===== config.mk =====
export PLATFORM = sky130hd
export DESIGN_NAME = decode_stage
export DESIGN_NICKNAME = d
export VERILOG_FILES = /design/src/rtl/decode_stage_pkg.sv /design/src/rtl/decode_stage_imm_gen.sv /design/src/rtl/decode_stage.sv
export SDC_FILE = /design/constraint.sdc
export NUM_CORES = 1
export LEC_CHECK = 0
export BUFFER_PORTS_ARGS = -buffer_cell sky130_fd_sc_hd__buf_2
export CAP_MARGIN = 30
export CELL_PAD_IN_SITES_DETAIL_PLACEMENT = 0
export CELL_PAD_IN_SITES_GLOBAL_PLACEMENT = 1
export CORE_UTILIZATION = 41
export CTS_CLUSTER_SIZE = 40
export DETAILED_ROUTE_END_ITERATION = 12
export GPL_TIMING_DRIVEN = 0
export PLACE_DENSITY_LB_ADDON = 0.1
export SLEW_MARGIN = 5
export SYNTH_ARGS = -nofsm -noshare
export SYNTH_HDL_FRONTEND = slang
export SYNTH_SLANG_ARGS = --single-unit

===== constraint.sdc =====
create_clock -name clk -period 10.4 [get_ports clk]
set_clock_uncertainty 0.15 [all_clocks]
set_input_delay 2.08 -clock clk [delete_from_list [all_inputs] [get_ports clk]]
set_output_delay 2.08 -clock clk [all_outputs]
set_load 0.02 [all_outputs]

===== src/rtl/decode_stage_pkg.sv =====
// Types and constants for the decode stage: fetch/decode bundles, control
// word, immediate formats and the RV64I opcodes that decode recognises.
package decode_stage_pkg;

  localparam int XLEN_DEF   = 64;
  localparam int NREG_DEF   = 32;
  localparam int PEND_W_DEF = 2;

  localparam logic [6:0] OP_LUI    = 7'b0110111;
  localparam logic [6:0] OP_AUIPC  = 7'b0010111;
  localparam logic [6:0] OP_JAL    = 7'b1101111;
  localparam logic [6:0] OP_JALR   = 7'b1100111;
  localparam logic [6:0] OP_BRANCH = 7'b1100011;
  localparam logic [6:0] OP_LOAD   = 7'b0000011;
  localparam logic [6:0] OP_STORE  = 7'b0100011;
  localparam logic [6:0] OP_IMM    = 7'b0010011;
  localparam logic [6:0] OP_IMM32  = 7'b0011011;
  localparam logic [6:0] OP_OP     = 7'b0110011;
  localparam logic [6:0] OP_OP32   = 7'b0111011;

  typedef enum logic [2:0] {IMM_I, IMM_S, IMM_B, IMM_U, IMM_J, IMM_NONE} imm_fmt_t;

  typedef struct packed {
    logic [6:0] opcode;
    logic [2:0] funct3;
    logic       funct7b5;
    logic       use_imm;   // srcb carries imm instead of rs2 data
  } ctl_t;

  typedef struct packed {
    logic [31:0]         raw_instr;
    logic [XLEN_DEF-1:0] pc;
  } fetch_data_t;

  // Bundle widths follow XLEN_DEF; instantiate decode_stage with matching XLEN.
  typedef struct packed {
    ctl_t                ctl;
    logic [4:0]          dst;
    logic                wen;
    logic [XLEN_DEF-1:0] srca;
    logic [XLEN_DEF-1:0] srcb;
    logic [XLEN_DEF-1:0] imm;
    logic [XLEN_DEF-1:0] pc;
  } decode_data_t;

endpackage


===== src/rtl/decode_stage_imm_gen.sv =====
// Combinational RV64I immediate generator: all formats sign-extended from
// instr[31]; IMM_NONE (R-type and unknown opcodes) yields zero.
module imm_gen
  import decode_stage_pkg::*;
#(
  parameter int XLEN = XLEN_DEF
) (
  input  logic [31:7]     instr,
  input  imm_fmt_t        fmt,
  output logic [XLEN-1:0] imm
);

  logic [31:0] imm32;

  always_comb begin
    imm32 = '0;
    case (fmt)
      IMM_I:   imm32 = {{20{instr[31]}}, instr[31:20]};
      IMM_S:   imm32 = {{20{instr[31]}}, instr[31:25], instr[11:7]};
      IMM_B:   imm32 = {{19{instr[31]}}, instr[31], instr[7], instr[30:25], instr[11:8], 1'b0};
      IMM_U:   imm32 = {instr[31:12], 12'b0};
      IMM_J:   imm32 = {{11{instr[31]}}, instr[31], instr[19:12], instr[20], instr[30:21], 1'b0};
      default: imm32 = '0;
    endcase
  end

  assign imm = {{(XLEN-32){imm32[31]}}, imm32};

endmodule


===== src/rtl/decode_stage.sv =====
// Registered, handshaked RV64I decode stage with a per-register pending-write
// scoreboard. Define DECODE_BYPASS_EN to forward same-cycle writeback data.
module decode_stage
  import decode_stage_pkg::*;
#(
  parameter int XLEN   = XLEN_DEF,
  parameter int NREG   = NREG_DEF,
  parameter int PEND_W = PEND_W_DEF
) (
  input  logic            clk,
  input  logic            reset,
  input  logic            in_valid,
  output logic            in_ready,
  input  fetch_data_t     dataF,
  output logic [4:0]      ra1,
  output logic [4:0]      ra2,
  input  logic [XLEN-1:0] rd1,
  input  logic [XLEN-1:0] rd2,
  output logic            out_valid,
  input  logic            out_ready,
  output decode_data_t    dataD,
  input  logic            flush,
  input  logic            wb_valid,
  input  logic [4:0]      wb_dst
`ifdef DECODE_BYPASS_EN
  ,
  input  logic [XLEN-1:0] wb_data
`endif
);

  localparam int SW = PEND_W + 2;
  localparam logic [PEND_W-1:0] PEND_MAX = '1;

  logic [6:0]      opcode;
  logic [4:0]      rs1, rs2, dst;
  ctl_t            ctl;
  imm_fmt_t        fmt;
  logic            use_rs1, use_rs2, writes_rd, wen;
  logic [XLEN-1:0] imm, opa, opb;
  logic            byp1, byp2, hazard, issue;
  logic            out_valid_reg;
  decode_data_t    data_reg, bundle;
  logic [NREG-1:0][PEND_W-1:0] pend_reg, pend_next;

  assign opcode = dataF.raw_instr[6:0];
  assign rs1    = dataF.raw_instr[19:15];
  assign rs2    = dataF.raw_instr[24:20];
  assign dst    = dataF.raw_instr[11:7];
  assign ra1    = rs1;
  assign ra2    = rs2;

  always_comb begin
    ctl          = '0;
    ctl.opcode   = opcode;
    ctl.funct3   = dataF.raw_instr[14:12];
    ctl.funct7b5 = dataF.raw_instr[30];
    fmt          = IMM_NONE;
    use_rs1      = 1'b0;
    use_rs2      = 1'b0;
    writes_rd    = 1'b0;
    case (opcode)
      OP_OP, OP_OP32: begin
        use_rs1 = 1'b1; use_rs2 = 1'b1; writes_rd = 1'b1;
      end
      OP_IMM, OP_IMM32, OP_LOAD, OP_JALR: begin
        fmt = IMM_I; ctl.use_imm = 1'b1; use_rs1 = 1'b1; writes_rd = 1'b1;
      end
      OP_STORE: begin
        fmt = IMM_S; use_rs1 = 1'b1; use_rs2 = 1'b1;
      end
      OP_BRANCH: begin
        fmt = IMM_B; use_rs1 = 1'b1; use_rs2 = 1'b1;
      end
      OP_LUI, OP_AUIPC: begin
        fmt = IMM_U; ctl.use_imm = 1'b1; writes_rd = 1'b1;
      end
      OP_JAL: begin
        fmt = IMM_J; ctl.use_imm = 1'b1; writes_rd = 1'b1;
      end
      default: ;
    endcase
  end

  assign wen = writes_rd && (dst != 5'd0);

  imm_gen #(.XLEN(XLEN)) u_imm_gen (
    .instr (dataF.raw_instr[31:7]),
    .fmt   (fmt),
    .imm   (imm)
  );

`ifdef DECODE_BYPASS_EN
  // A count of one retiring this very cycle is the only write still in flight.
  assign byp1 = wb_valid && (wb_dst == rs1) && (pend_reg[rs1] == PEND_W'(1));
  assign byp2 = wb_valid && (wb_dst == rs2) && (pend_reg[rs2] == PEND_W'(1));
  assign opa  = byp1 ? wb_data : rd1;
  assign opb  = byp2 ? wb_data : rd2;
`else
  assign byp1 = 1'b0;
  assign byp2 = 1'b0;
  assign opa  = rd1;
  assign opb  = rd2;
`endif

  assign hazard = (use_rs1 && (rs1 != 5'd0) && (pend_reg[rs1] != '0) && !byp1)
               || (use_rs2 && (rs2 != 5'd0) && (pend_reg[rs2] != '0) && !byp2)
               || (wen && (pend_reg[dst] == PEND_MAX));
  assign in_ready = (!out_valid_reg || out_ready) && !hazard && !flush;
  assign issue    = in_valid && in_ready;

  always_comb begin
    bundle      = '0;
    bundle.ctl  = ctl;
    bundle.dst  = dst;
    bundle.wen  = wen;
    bundle.srca = opa;
    bundle.srcb = ctl.use_imm ? imm : opb;
    bundle.imm  = imm;
    bundle.pc   = dataF.pc;
  end

  // Net update per register: +issue, -writeback, -killed bundle on flush.
  generate
    for (genvar gi = 0; gi < NREG; gi++) begin : g_pend
      if (gi == 0) begin : g_x0
        assign pend_next[gi] = '0;
      end else begin : g_reg
        logic          inc, dec_wb, dec_fl;
        logic [SW-1:0] sum;
        assign inc    = issue && wen && (dst == 5'(gi));
        assign dec_wb = wb_valid && (wb_dst == 5'(gi));
        assign dec_fl = flush && out_valid_reg && data_reg.wen && (data_reg.dst == 5'(gi));
        assign sum    = {2'b00, pend_reg[gi]} + SW'(inc) - SW'(dec_wb) - SW'(dec_fl);
        assign pend_next[gi] = sum[SW-1] ? '0 : (sum[PEND_W] ? PEND_MAX : sum[PEND_W-1:0]);
        assert property (@(posedge clk) disable iff (reset) !sum[SW-1]);
      end
    end
  endgenerate

  always_ff @(posedge clk) begin
    if (reset) begin
      out_valid_reg <= 1'b0;
      data_reg      <= '0;
      pend_reg      <= '0;
    end else begin
      pend_reg <= pend_next;
      if (flush) begin
        out_valid_reg <= 1'b0;
      end else if (issue) begin
        out_valid_reg <= 1'b1;
        data_reg      <= bundle;
      end else if (out_ready) begin
        out_valid_reg <= 1'b0;
      end
    end
  end

  assign out_valid = out_valid_reg;
  assign dataD     = data_reg;

endmodule

==> impl_metrics.tcl <==
set metrics [dict create \
    synthArstFlopShare_pct 0 \
    critical_path_class "primary input to output port" \
    dieWidth_um 209 \
    synth_area_per_cell_sq_um 8.50 \
    final_cell_count_no_fill 3206 \
    routed_wl_mm 75.7 \
    cts_buffers 36 \
    cellLeakagePower_nw 9.88 \
    start_kind "primary input" \
    power.density_nw_per_um2 140 \
    synth_edf_count 0 \
    cp_slowest_stage_delay_ps 750 \
    slew_headroom_pct 37.7 \
    clockBufferDepth 3 \
    drtIter0Drc 1598 \
    slowest_stage "nor3b_1" \
    hold_violations 0 \
    overflow 0 \
    place_area_sq_um 20900 \
    seqCellArea_sq_um 6110 \
    setup_ws_ps 2650 \
    num_vias 19242 \
    fillers 4149 \
    cts_hold_buffers 0 \
    crit_chain "buf_2, clkbuf_1, nor2b_1, a32oi_1, o2bb2ai_1, nor3b_1, o31a_1, buf_2, buf_2, a211oi_1, buf_2" \
    status "complete, no violations" \
    largest_register_ffs 242 \
    place_congestion 0.936 \
    grt_pass1_wl_mm 112 \
    rsz0062_at_grt "no" \
    cp.required_ps 8170 \
    drc 0 \
    finalSetupViolCount 0 \
    multi_input_area_sq_um 9600 \
    end_kind "output port" \
    port_buffers 510 \
    fin_nets 3017 \
    wl_per_cell_um 23.6 \
    ys_types 59 \
    layout-drive-gt1-share_pct 26.1 \
    min-delay-path-class "register to register" \
    area_growth_pct 25.5 \
    maxCapViolCount 0 \
    place_inst 3127 \
    path_common_cell "buf_2" \
    cp.arrival_ps 5520 \
    clk_pin_slew_ps 60 \
    fmax_mhz 129 \
    cts_resized 0 \
    post_cts_buffers 0 \
    period_needed_ps 7750 \
    clock_latency_ps 560 \
    ys.warnings.count 0 \
    synth_nets 2467 \
    detail-route-antenna-nets 0 \
    grt_pass1_vias 18026 \
    clkSinkCount 305 \
    syn_area_sq_um 17700 \
    die_h_um 209 \
    met2_usage_pct 53.9 \
    htreeDepth 2 \
    synth_cells 2077 \
    drv_slew 0 \
    peakVddDrop_mv 0.104 \
    core_sq_um 42200 \
    max_slew.worst_pin.slew_ps 935 \
    dr.pass1.iters 5 \
    antenna_found_initial 21 \
    cp_top_family "buffers and inverters" \
    initial_core_util_pct 41.8 \
    final_area_sq_um 22200 \
    dieArea_sq_um 43900 \
    cts_tree "built" \
    synth_flop_cell "dfxtp_1" \
    dpl.hpwl_mm 57.9 \
    top_usage_layer "met2" \
    grt_use_met1_pct 42.8 \
    ys_ff_latch 305 \
    setup_tns_ps 0 \
    yosysSeqAreaShare_pct 34.6 \
    core.rowCount 75 \
    fin_crit_sh_pct 74.5 \
    grt_start_max_net_pins 35 \
    grtUsageTotal_pct 33.0 \
    viasPerCell 6.00 \
    worstPathMaxFanout 10 \
    io_pins 521 \
    crit_buf_inv 5 \
    grt_util_met3_pct 6.63 \
    place_ws_ps 2790 \
    cts-root-buf "clkbuf_16" \
]
-- cells in the mapped netlist (43+ instances only) --
cell | number | area share (%)
dfxtp_1 | 305 | 35
a21oi_1 | 202 | 5.7
inv_1 | 191 | 4.1
clkbuf_1 | 157 | 3.3
o31ai_1 | 156 | 6.6
nand4_1 | 155 | 5.5
ha_1 | 124 | 8.8
nand2_1 | 113 | 2.4
a211oi_1 | 109 | 4.6
a31oi_1 | 83 | 2.9
nor2_1 | 69 | 1.5
buf_2 | 57 | 1.6
buf_4 | 43 | 1.8
-- cell families (layout without fill, tap and decap cells) --
logic type      Yosys count  after routing  synth area share [%]
flops                   305            305                  34.6
mux                      41             41                  3.55
other cells               0             14                     0
compound gates          646            646                  24.5
buf+inv                 456           1032                  11.0
fa+ha+maj               155            155                  12.3
simple gates            474            474                  14.0
-- power by group --
group / internal [W] / total (W) / switching (W)
clock network: 0.000776 / 0.00131 / 0.000537
logic: 0.000175 / 0.000523 / 0.000348
registers: 0.00123 / 0.00127 / 0.0000408
total: 0.00218 / 0.00310 / 0.000926
-- cell type report --
cell class,count,area share (%)
Buffer,265,5.54
Tap cell,539,3.04
Inverter,191,3.24
Sequential cell,305,27.6
Antenna cell,14,0.158
Clock buffer,54,4.93
Multi-Input combinational cell,1316,43.3
Clock inverter,10,0.514
Timing Repair Buffer,512,11.7
-- cell usage in the layout, fill, tap and decap left out, drive strengths merged, types with 6 or more instances in the layout --
master and instances:
nor2b 12, a311o 12, mux2i 21, a21oi 202, a211oi 110, nor3 36, and2 6, nand4 155
nand2 113, a2111oi 6, nand2b 26, clkbuf 211, buf 620, nor2 69, a311oi 27, o31ai 157
a31oi 83, nand3 15, clkinv 7, inv 191, fa 31, nor4 25, ha 124, dfxtp 305
diode 14, o21ai 12, a22oi 11, mux4 17
-- through the flow --
stage	utilization, %	hold WS (ps)	power [W]
floorplan	-	394	0.00158
finish	52.5	315	0.00310
detailed placement	49.5	309	0.00180
global route	52.5	328	0.00320
CTS	52.3	316	0.00310
global placement	49.4	301	0.00180
-- routing by layer --
layer	routed length, um	vias up
met5	23	-
met4	2900	4
met3	6230	182
met2	35400	983
met1	31200	9316
li1	-	8757
-- tightest hold or removal path: stages, from the launching register on --
cell     delay (ps)
dfxtp_1         300
o31ai_1          60
a21oi_1          60
-- path summary, 6_finish.rpt --
kind,to,from,cells past startpoint,slack [ps]
max,in_ready,dataF[71],11,2650
min,dataD[40]$_SDFFE_PP0P_,dataD[40]$_SDFFE_PP0P_,2,320
max reg2reg,pend_reg[61]$_SDFF_PP0_,pend_reg[30]$_SDFF_PP0_,14,5700
min reg2reg,dataD[40]$_SDFFE_PP0P_,dataD[40]$_SDFFE_PP0P_,2,320
No activity file was read; power rests on OpenSTA's default activity.
